===== config.mk =====
export PLATFORM = sky130hd
export DESIGN_NAME = mem_slot_scheduler
export DESIGN_NICKNAME = d
export VERILOG_FILES = /design/src/rtl/mem_slot_scheduler.sv
export SDC_FILE = /design/constraint.sdc
export NUM_CORES = 1
export LEC_CHECK = 0
export CAP_MARGIN = 25
export CORE_MARGIN = 1.5
export CORE_UTILIZATION = 40
export DETAILED_ROUTE_END_ITERATION = 8
export PLACE_DENSITY = 0.77
export SYNTH_ARGS = -nofsm -noshare
export SYNTH_HDL_FRONTEND = slang
export SYNTH_SLANG_ARGS = --single-unit

===== constraint.sdc =====
create_clock -name clk -period 2.36 [get_ports clk]
set_input_delay 0.354 -clock clk [delete_from_list [all_inputs] [get_ports clk]]
set_output_delay 0.354 -clock clk [all_outputs]
set_load 0.05 [all_outputs]

===== src/rtl/mem_slot_scheduler.sv =====
// Time-slot arbiter for the shared cellular RAM: per sample tick it reads up to
// two playback tracks, writes one record sample, then publishes the saturated mix.
module mem_slot_scheduler #(
  parameter int ADDR_W        = 21,
  parameter int ACCESS_CYCLES = 7,
  parameter int POS_WRAP      = 2048000
) (
  input  logic              clk,
  input  logic              rst_n,
  input  logic              sample_tick,
  input  logic [1:0]        play_en,
  input  logic              rec_en,
  input  logic              rec_track,
  input  logic              pos_clear,
  input  logic [15:0]       rec_data,
  input  logic              rec_valid,
  output logic              rec_ready,
  input  logic [15:0]       mem_din,
  output logic [15:0]       mem_dout,
  output logic              mem_dout_oe,
  output logic [ADDR_W+1:0] mem_addr,
  output logic              mem_adv_n,
  output logic              mem_clk,
  output logic              mem_cs_n,
  output logic              mem_oe_n,
  output logic              mem_we_n,
  output logic              mem_lb_n,
  output logic              mem_ub_n,
  output logic [15:0]       mix_out,
  output logic              mix_valid,
  output logic [ADDR_W-1:0] position,
  output logic              overrun
);

  localparam int CNT_W = $clog2(ACCESS_CYCLES);
  localparam logic [CNT_W-1:0] LAST_CNT = CNT_W'(ACCESS_CYCLES - 1);

  typedef enum logic [2:0] {IDLE, RD0, RD1, WR, RECOV, DONE} state_e;

  // First enabled slot at or after slot index 'from' (0=RD0, 1=RD1, 2=WR, 3=none).
  function automatic state_e pickSlot(input logic [1:0] from, input logic [1:0] pe,
                                      input logic wrOk);
    if (from == 2'd0 && pe[0]) return RD0;
    if (from <= 2'd1 && pe[1]) return RD1;
    if (from <= 2'd2 && wrOk) return WR;
    return DONE;
  endfunction

  state_e            state_q, state_d;
  logic [CNT_W-1:0]  cnt_q;
  logic [1:0]        slot_q, slotIdx_d;
  logic [1:0]        play_q;
  logic              rec_q, track_q, clear_q;
  logic [15:0]       trk0_q, trk1_q;
  logic [15:0]       mem_dout_q, mix_out_q;
  logic [ADDR_W+1:0] mem_addr_q;
  logic [ADDR_W-1:0] position_q, position_d;
  logic              cs_n_q, oe_n_q, we_n_q, dout_oe_q;
  logic              rec_ready_q, mix_valid_q, overrun_q;
  logic              lastCycle, isSlot_d, entering, entryTrack;
  logic [16:0]       sum;
  logic [15:0]       mixSat;

  always_comb begin
    state_d    = state_q;
    lastCycle  = (cnt_q == LAST_CNT);
    unique case (state_q)
      IDLE:         if (sample_tick) state_d = pickSlot(2'd0, play_en, rec_en & rec_valid);
      RD0, RD1, WR: if (lastCycle) state_d = RECOV;
      RECOV:        state_d = pickSlot(slot_q + 2'd1, play_q, rec_q & rec_valid);
      DONE:         state_d = IDLE;
      default:      state_d = IDLE;
    endcase
    isSlot_d   = (state_d == RD0) || (state_d == RD1) || (state_d == WR);
    entering   = (state_d != state_q);
    slotIdx_d  = (state_d == RD0) ? 2'd0 : (state_d == RD1) ? 2'd1 : 2'd2;
    entryTrack = (state_d == RD0) ? 1'b0 : (state_d == RD1) ? 1'b1 :
                 (state_q == IDLE) ? rec_track : track_q;
    sum        = {trk0_q[15], trk0_q} + {trk1_q[15], trk1_q};
    mixSat     = (sum[16] ^ sum[15]) ? (sum[16] ? 16'h8000 : 16'h7FFF) : sum[15:0];
    if (clear_q || pos_clear || position_q == ADDR_W'(POS_WRAP)) position_d = '0;
    else position_d = position_q + 1'b1;
  end

  always_ff @(posedge clk or negedge rst_n) begin
    if (!rst_n) begin
      state_q     <= IDLE;
      cnt_q       <= '0;
      slot_q      <= '0;
      play_q      <= '0;
      rec_q       <= 1'b0;
      track_q     <= 1'b0;
      clear_q     <= 1'b0;
      trk0_q      <= '0;
      trk1_q      <= '0;
      mem_dout_q  <= '0;
      mix_out_q   <= '0;
      mem_addr_q  <= '0;
      position_q  <= '0;
      cs_n_q      <= 1'b1;
      oe_n_q      <= 1'b1;
      we_n_q      <= 1'b1;
      dout_oe_q   <= 1'b0;
      rec_ready_q <= 1'b0;
      mix_valid_q <= 1'b0;
      overrun_q   <= 1'b0;
    end else begin
      state_q     <= state_d;
      cnt_q       <= entering ? '0 : cnt_q + 1'b1;
      overrun_q   <= sample_tick && (state_q != IDLE);
      rec_ready_q <= 1'b0;
      mix_valid_q <= 1'b0;
      cs_n_q      <= !isSlot_d;
      oe_n_q      <= !((state_d == RD0) || (state_d == RD1));
      we_n_q      <= (state_d != WR);
      dout_oe_q   <= (state_d == WR);

      if (state_q == IDLE) begin
        if (pos_clear) position_q <= '0;
        if (sample_tick) begin
          play_q  <= play_en;
          rec_q   <= rec_en;
          track_q <= rec_track;
          clear_q <= pos_clear;
          trk0_q  <= '0;
          trk1_q  <= '0;
        end
      end else if (pos_clear) begin
        clear_q <= 1'b1;
      end

      if (state_q == RD0 && lastCycle) trk0_q <= mem_din;
      if (state_q == RD1 && lastCycle) trk1_q <= mem_din;

      if (entering && isSlot_d) begin
        mem_addr_q <= {1'b0, entryTrack, position_q};
        slot_q     <= slotIdx_d;
      end
      if (entering && state_d == WR) begin
        rec_ready_q <= 1'b1;
        mem_dout_q  <= rec_data;
      end

      // A frame with no slots skips the reads entirely, so its mix is silence.
      if (entering && state_d == DONE) begin
        mix_valid_q <= 1'b1;
        mix_out_q   <= (state_q == IDLE) ? 16'h0000 : mixSat;
        position_q  <= position_d;
      end
      if (state_q == DONE) clear_q <= 1'b0;
    end
  end

  assign rec_ready   = rec_ready_q;
  assign mem_dout    = mem_dout_q;
  assign mem_dout_oe = dout_oe_q;
  assign mem_addr    = mem_addr_q;
  assign mem_adv_n   = cs_n_q;
  assign mem_clk     = 1'b0;
  assign mem_cs_n    = cs_n_q;
  assign mem_oe_n    = oe_n_q;
  assign mem_we_n    = we_n_q;
  assign mem_lb_n    = cs_n_q;
  assign mem_ub_n    = cs_n_q;
  assign mix_out     = mix_out_q;
  assign mix_valid   = mix_valid_q;
  assign position    = position_q;
  assign overrun     = overrun_q;

endmodule


== Yosys cells after proc, flatten, opt, wreduce, memory -nomap -nowiden ==
Cells that the tools add are included.
W data, S select, Z words.

* Bits in registers: 127
* Output and inout port bits: 87
* Logic and storage cells: 133

* Add/subtract/negate cells: 4
* Magnitude comparators: 2
* Eq/ne operators: 14
* Mux-type cells: 59
* Bitwise logic cells: 3
* Reduce and logical (&&, ||, !) cells: 31

{| class="wikitable"
|+ Operator list
! cell !! count
|-
| $mux W16 || 7
|-
| $mux W21 || 4
|-
| $mux W3 || 15
|-
| $mux W1 || 30
|-
| $add A21 B1 Y21 const B || 1
|-
| $eq A21 B21 Y1 const B || 1
|-
| $add A16 B16 Y17 || 1
|-
| $eq A3 B2 Y1 const B || 4
|-
| $eq A3 B3 Y1 const B || 4
|-
| $reduce_bool A2 Y1 || 6
|-
| $reduce_and A2 Y1 || 5
|-
| $logic_and A1 B1 Y1 || 9
|-
| $pmux W3 S3 || 1
|-
| $eq A3 B1 Y1 const B || 2
|-
| $ne A3 B2 Y1 const B || 2
|-
| $reduce_bool A3 Y1 || 2
|-
| $logic_or A1 B1 Y1 || 4
|-
| $mux W2 || 2
|-
| $add A3 B1 Y3 const B || 1
|-
| $logic_not A3 Y1 || 1
|-
| $ne A3 B3 Y1 || 1
|-
| $reduce_or A3 Y1 || 1
|-
| $add A2 B1 Y2 const B || 1
|-
| $and A1 B1 Y1 || 2
|-
| 5 further kinds || 6
|}

== Depth between registers and ports, before layout ==
Gate-level depths: netlist of run 1.

* Depth after elaboration: 19
* Gate-level depth with buffers: 13
* Depth with buffers taken out: 11

== Worst setup path after synthesis of run 1 ==
OpenSTA, ideal clock, no wires.

* Kind: reg2reg
* Start: reg trk0_q[0]
* End: reg mix_out_q[10] (netlist: mix_out[10])
* Arrival: 2.495 ns
* Required time: 2.239 ns
* Slack: -0.256 ns
* Stages on the path, launching flop included: 11
* Path buffers: 1
* Period minus slack after synthesis: 2.616 ns
* Cells stage by stage: dfrtp_1 > ha_1 > fa_1 > a21o_1 > a221oi_2 > o21bai_1 > nand4_1 > a21oi_2 > buf_2 > maj3_1 > a22o_1

* Word-level cells in the longest chain between the ends: 4

{| class="wikitable"
|+ RTL lines
! what !! line !! text
|-
| from (decl) || 54 || <nowiki>logic [15:0] trk0_q, trk1_q;</nowiki>
|-
| from (signal assigned) || 132 || <nowiki>if (state_q == RD0 && lastCycle) trk0_q <= mem_din;</nowiki>
|-
| $add A16 B16 Y17 (*) || 79 || <nowiki>sum = {trk0_q[15], trk0_q} + {trk1_q[15], trk1_q};</nowiki>
|-
| $mux W16 or $xor A1 B1 Y1 (tied branches) || 80 || <nowiki>mixSat = (sum[16] ^ sum[15]) ? (sum[16] ? 16'h8000 : 16'h7FFF) : sum[15:0];</nowiki>
|-
| $mux W16 (*) || 80 ||
|-
| $mux W16 (*) || 147 || <nowiki>mix_out_q <= (state_q == IDLE) ? 16'h0000 : mixSat;</nowiki>
|-
| to (signal assigned) || 147 ||
|-
| to (decl) || 55 || <nowiki>logic [15:0] mem_dout_q, mix_out_q;</nowiki>
|}

Mark *: on every way between the ends. The rest lies on a longest branch, timed or not.
A chain may end at the register's enable or synchronous reset.

== Final worst setup path of run 1 ==
* Start: reg trk0_q[0]
* End: reg mix_out_q[8] (netlist: mix_out[8])

The elaborated chain is that of the path after synthesis.

==> flow_summary.ini, run 1 <==
[critical_path]
crit_fanout = 4
rr_worst_depth = 9
r2r_slack_ps = -100
reg2reg_from = trk0_q[0]
crit_type = reg -> reg
reg2reg_to = mix_out[8]
critPathLaunchType = flip-flop
cp_data_arrival_time_ps = 2770
worst_setup_path_end_kind = flip-flop
cp.required_ps = 2670

[timing]
skew_ps = 8.38
fin_hold_ws_ps = 20.2
fin_ws_ps = -102
worst_slew_pin_slew_ps = 670
slew-limit-headroom_pct = 55.4
finalCritPeriodShare_pct = 104
final_hold_viol_count = 0
setup_violations = 20
rsz0062_at_grt = true
drv_slew = 0
min_period_ps = 2460
final.setup.tns_ps = -1100
maxClockFrequency_ghz = 0.406

[power_and_ir_drop]
p_int_mw = 6.92
irDropWorstVdd_v = 0.000710
power_frac_clock_pct = 22.6
seqPwrFrac_pct = 27.2
power.density_nw_per_um2 = 1300
swShare_pct = 41.1
p_leak_nw = 4.28
p_comb_share_pct = 50.1
total_power_mw = 11.8
power_switching_mw = 4.83

[synthesis]
syn_avg_cell_area_sq_um = 10.8
ys.flop_type = dfrtp_1
synth_edf_count = 0
ys_seq_area_share_pct = 51.1
synth_area_sq_um = 6230
async_reset_ff_share_pct = 100
synth-seq-cells = 127
synth_cells = 579
synth_cell_types = 63
yosysWarnings = 0

[grt]
grt_overflow = 0
grt.met2_usage_pct = 34.4
grt_use_met3_pct = 3.71
met1_usage_pct = 28.6
grt.busiest_layer = met2
grt_usage_pct = 21.6
grt_pass1_wl_microns = 27800
grt_max_degree = 128
grt_antenna_before_repair = 0
grt_pass1_vias = 5513

[place]
pre_cts_slack_ps = -549
portBuffers = 125
place.gp.congestion = 0.872
post-dp-hpwl_microns = 11300

[clock_network]
cts_root_buffer = clkbuf_16
cts_hold_buf = 0
insertion_delay_ps = 430
htree_levels = 4
clk_pin_slew_ps = 60
cts_sinks = 127
clockBufferDepth = 2
cts_tree = built
numCtsBuffers = 17

[routing]
first_iter_violations = 598
drt_wl_total_microns = 17500
post_drt_via_cell_ratio = 5.58
ant_nets = 0
drc = 0
vias = 5521
drt-pass1-iter-count = 7
wl_per_cell_microns = 17.7

[hold_path]
hold_class = in -> async

[outcome]
violations = setup timing
status = finished, violations left

[flow_run]
max_cap_violations = 0

[layout]
fillers = 1184
syn_to_final_growth_pct = 45.4
finalNetCount = 852
n_antenna_cell = 0
drive_gt1_share_pct = 24.6

[floorplan]
ios = 128
initial_core_util_pct = 41.0
dieArea_sq_um = 16300
core_area_sq_um = 15200
fp-row-count = 45
dieHeight_microns = 128
fp.dieW_microns = 128
[cell usage after synthesis, types with 2 or more instances]
cell type	instances	area share, %
o211ai_1	9	1.1
nand2_1	106	6.4
a31oi_1	6	0.60
and3_1	5	0.50
nor4_1	2	0.20
buf_4	8	0.96
nand3_1	15	1.2
mux2_2	4	0.72
nand4_1	3	0.30
o21bai_1	3	0.36
xor2_1	9	1.3
buf_2	6	0.48
nor3_1	6	0.48
a21oi_2	2	0.28
o21ai_1	2	0.16
mux2_4	15	3.6
dfstp_2	3	1.3
nor2_1	30	1.8
ha_1	22	4.4
nor4b_2	2	0.48
o31ai_1	9	1.1
a21oi_1	23	1.8
a22o_1	43	6.0
o21ai_0	33	2.7
clkbuf_1	10	0.60
inv_2	2	0.12
dfrtp_1	124	50
o41ai_1	3	0.42
buf_6	5	0.90
maj3_1	10	1.6
inv_1	9	0.54
a21o_1	5	0.60
nor2b_1	6	0.60
a211oi_1	2	0.24
xnor2_1	8	1.1
mux2i_1	2	0.32
[power groups by stage]
stage / Sequential (mW) / Combinational (mW) / Clock, mW
floorplan: 4.12 / 2.30 / 0
global placement: 3.17 / 5.00 / 0
detailed placement: 3.20 / 5.14 / 0
CTS: 3.19 / 5.74 / 2.71
global route: 3.26 / 6.22 / 2.80
finish: 3.20 / 5.89 / 2.66
[worst max-delay path by stage]
stage                start           to  slack, ps  cells past startpoint
2_1_floorplan    trk0_q[0]  mix_out[10]       -160                     10
3_3_place_gp   sample_tick  mem_addr[5]       -480                      8
3_5_place_dp   sample_tick  mem_addr[3]       -550                      8
4_1_cts          trk0_q[0]   mix_out[8]        -90                      9
5_1_grt          trk0_q[0]   mix_out[8]       -210                      9
6_report         trk0_q[0]   mix_out[8]       -100                      9
[what timing repair did]
action / 4_1_cts / 5_1_grt
setup endpoints to repair: 37 / 64
cloned: 3 / 0
pin swaps: 6 / 3
resized for setup: 28 / 10
buffers inserted: 9 / 4
[cell type report]
cell class	count	area, sq um	share of cell area [%]
clock inverters	15	175	1.93
repair buffers	216	2010	22.2
flip-flops and latches	127	3180	35.1
multi-input cells	414	2980	32.8
inverters	12	57.6	0.635
well taps	188	235	2.60
clock buffers	17	425	4.69
[per-stage QoR]
step	instances	area (sq um)	util, %
CTS	985	8990	59.1
floorplan	580	6250	-
detailed placement	941	8140	53.6
finish	989	9060	59.6
global placement	939	8130	53.5
global route	989	9060	59.6
[sequential cells by signal, summed over array words and instances, names as in the netlist]
| register | flops |
|---|---|
| trk0_q | 16 |
| rec_q | 1 |
| mix_valid | 1 |
| slot_q | 2 |
| mem_adv_n | 1 |
| mem_we_n | 1 |
| play_q | 2 |
| mem_dout_oe | 1 |
| mem_addr | 22 |
| mem_oe_n | 1 |
| state_q | 3 |
| rec_ready | 1 |
| cnt_q | 3 |
| trk1_q | 16 |
| track_q | 1 |
| overrun | 1 |
| position | 21 |
| mem_dout | 16 |
| mix_out | 16 |
| clear_q | 1 |
[worst max-delay path: stages (launching register included)]
cell and delay (ps):
dfrtp_1 380, ha_2 200, fa_2 340, a21o_1 200, a221oi_4 320, o21bai_1 100, a21o_1 190, xor2_1 140
maj3_2 300, a22o_1 170
[cell usage in the layout, fill, tap and decap left out, types with 8 or more instances in the layout]
cell / count
nand3_1: 14
o211ai_1: 9
clkdlybuf4s50_1: 124
xnor2_1: 8
maj3_2: 10
mux2_4: 15
nor2_1: 29
a21oi_1: 22
inv_1: 8
o21ai_0: 32
o31ai_1: 9
dfrtp_1: 123
nand2_1: 105
xor2_1: 9
a22o_1: 43
clkbuf_16: 18
ha_1: 18
buf_4: 85
[cells by family (layout without fill, tap and decap cells)]
kind of cell / count (synthesis) / count (layout) / synth area share (%)
compound gates: 153 / 155 / 17.9
xor+xnor: 17 / 17 / 2.39
fa+ha+maj: 33 / 33 / 6.34
buf+inv: 41 / 260 / 3.87
flops: 127 / 127 / 51.1
mux: 21 / 21 / 4.66
other cells: 1 / 2 / 0.0602
simple gates: 186 / 186 / 13.7
[per-layer routing]
metal	vias to the layer above	part of all wire (%)
li1	2501	-
met1	2758	43
met2	213	49
met3	49	5.1
met4	0	3.1
met5	-	0
No activity file was read; power rests on OpenSTA's default activity.
==> run 2: changes to the inputs <==
--- a/config.mk
+++ b/config.mk
@@ -6,10 +6,12 @@
 export NUM_CORES = 1
 export LEC_CHECK = 0
 export CAP_MARGIN = 25
+export CELL_PAD_IN_SITES_DETAIL_PLACEMENT = 0
+export CELL_PAD_IN_SITES_GLOBAL_PLACEMENT = 1
 export CORE_MARGIN = 1.5
-export CORE_UTILIZATION = 40
+export CORE_UTILIZATION = 36
 export DETAILED_ROUTE_END_ITERATION = 8
-export PLACE_DENSITY = 0.77
+export PLACE_DENSITY = 0.86
 export SYNTH_ARGS = -nofsm -noshare
 export SYNTH_HDL_FRONTEND = slang
 export SYNTH_SLANG_ARGS = --single-unit
==> flow_summary.ini, run 2 (same netlist as run 1, synthesis figures left out) <==
[critical_path]
cp.depth = 9
reg2reg_to = mix_out[6]
critPathLaunchType = flip-flop
rr_worst_depth = 9
crit_path_top_delay_cell = dfrtp_1
crit_type = reg -> reg
cp.required_ps = 2670
cp.buffers_inverters = 0
crit_path_cell_trace = ha_2, fa_2, a21o_1, a221oi_4, o21bai_2, nand4_1, a21oi_4, maj3_2, a22o_1
max_stage_delay_ps = 390
worst_setup_path_end_kind = flip-flop
crit_family = compound AO/OA/AOI/OAI gates
r2r_slack_ps = -150
reg2reg_from = trk1_q[0]
crit_fanout = 11
cp_data_arrival_time_ps = 2820

[power_and_ir_drop]
power_frac_clock_pct = 23.8
p_leak_nw = 4.31
power.density_nw_per_um2 = 1240
power_switching_mw = 4.46
swShare_pct = 39.7
irDropWorstVdd_v = 0.000758
p_comb_share_pct = 47.8
p_int_mw = 6.78
seqPwrFrac_pct = 28.4
total_power_mw = 11.2

[routing]
ant_nets = 0
post_drt_via_cell_ratio = 5.13
drt-pass1-iter-count = 4
first_iter_violations = 238
vias = 5276
drt_wl_total_microns = 16300
drc = 0
wl_per_cell_microns = 15.9

[grt]
grt_overflow = 0
grt_antenna_before_repair = 0
grt_usage_pct = 19.0
grt_pass1_vias = 5498
grt_max_degree = 53
grt_pass1_wl_microns = 27500
grt_use_met3_pct = 4.13
grt.busiest_layer = met2
grt.met2_usage_pct = 30.9
met1_usage_pct = 24.3

[layout]
syn_to_final_growth_pct = 45.5
final_cell_area_sq_um = 9070
multi_input_area_sq_um = 2920
largest_reg_flops = 22
fin_util_pct = 54.1
seq_area_sq_um = 3180
n_antenna_cell = 0
drive_gt1_share_pct = 24.1
finalNetCount = 859
fillers = 1430
final_cell_mix = 124 x dfrtp_1, 124 x clkdlybuf4s50_1, 106 x nand2_1

[timing]
rsz0062_at_grt = true
setup_violations = 15
slew-limit-headroom_pct = 62.5
drv_slew = 0
worst_slew_pin_slew_ps = 560
fin_ws_ps = -155
skew_ps = 16.2
maxClockFrequency_ghz = 0.398
finalCritPeriodShare_pct = 107
min_period_ps = 2510
final_hold_viol_count = 0
fin_hold_ws_ps = 320

[flow_run]
max_cap_violations = 0

[clock_network]
cts_root_buffer = clkbuf_16
clk_pin_slew_ps = 60
clockBufferDepth = 2
insertion_delay_ps = 420
numCtsBuffers = 17
htree_levels = 4
cts_sinks = 127
cts_tree = built

[place]
portBuffers = 125
post-dp-hpwl_microns = 11800
place.gp.congestion = 0.822
placed_cell_area_sq_um = 8310
pre_cts_slack_ps = -359

[outcome]
status = finished, violations left
violations = setup timing

[floorplan]
dieArea_sq_um = 18100
dieHeight_microns = 135
initial_core_util_pct = 37.2
core_area_sq_um = 16800
fp-row-count = 47
fp.dieW_microns = 135
ios = 128

[hold_path]
hold_class = in -> async
## run 2: timing repair
item,in CTS,in global routing
resized for setup,21,4
setup endpoints to repair,16,47
pin swaps,10,0
buffers inserted,4,0
hold buffers,1,0
cloned,1,0
endpoints found under the hold margin,8,0
## run 2: how the worst max path moves through the flow
stage / from / to
floorplan: trk0_q[0] / mix_out[10]
global placement: trk0_q[8] / mix_out[5]
detailed placement: trk0_q[4] / mix_out[1]
CTS: trk1_q[0] / mix_out[8]
global route: trk1_q[0] / mix_out[9]
finish: trk1_q[0] / mix_out[6]
## run 2: power by group through the flow
stage                     Combinational (mW)  Clock (mW)  Sequential (mW)
after floorplan                         2.30           0             4.12
after global placement                  5.09           0             3.19
after detailed placement                5.19           0             3.22
after CTS                               5.36        2.72             3.19
after global routing                    5.77        2.82             3.26
final                                   5.38        2.67             3.19
## run 2: area by class of cell
class	count	area share, %
clock inverters	13	1.82
multi-input cells	413	32.2
clock buffers	19	4.88
flip-flops and latches	127	35.1
repair buffers	224	22.3
inverters	12	0.635
well taps	220	3.04
## run 2: worst register-to-register path, delay by kind of cell, from the launching register on
| kind | cells | cell delay [ps] |
|---|---|---|
| DFF | 1 | 390 |
| adders and majority gates | 3 | 900 |
| and+or+nand+nor | 1 | 170 |
| AOI/OAI and AO/OA | 5 | 950 |
## run 2: through the flow
stage / cells / setup TNS (ps)
2_1_floorplan: 580 / -905
3_3_place_gp: 990 / -6610
3_5_place_dp: 990 / -8440
4_1_cts: 1028 / -982
5_1_grt: 1028 / -4010
6_report: 1028 / -1630
## run 2: metal layers
metal | vias to the layer above | routed length [microns] | part of all wire (%)
met4 | 0 | 397 | 2.4
met3 | 31 | 737 | 4.5
met2 | 163 | 7960 | 49
met1 | 2582 | 7230 | 44
met5 | - | 0 | 0
li1 | 2500 | - | -
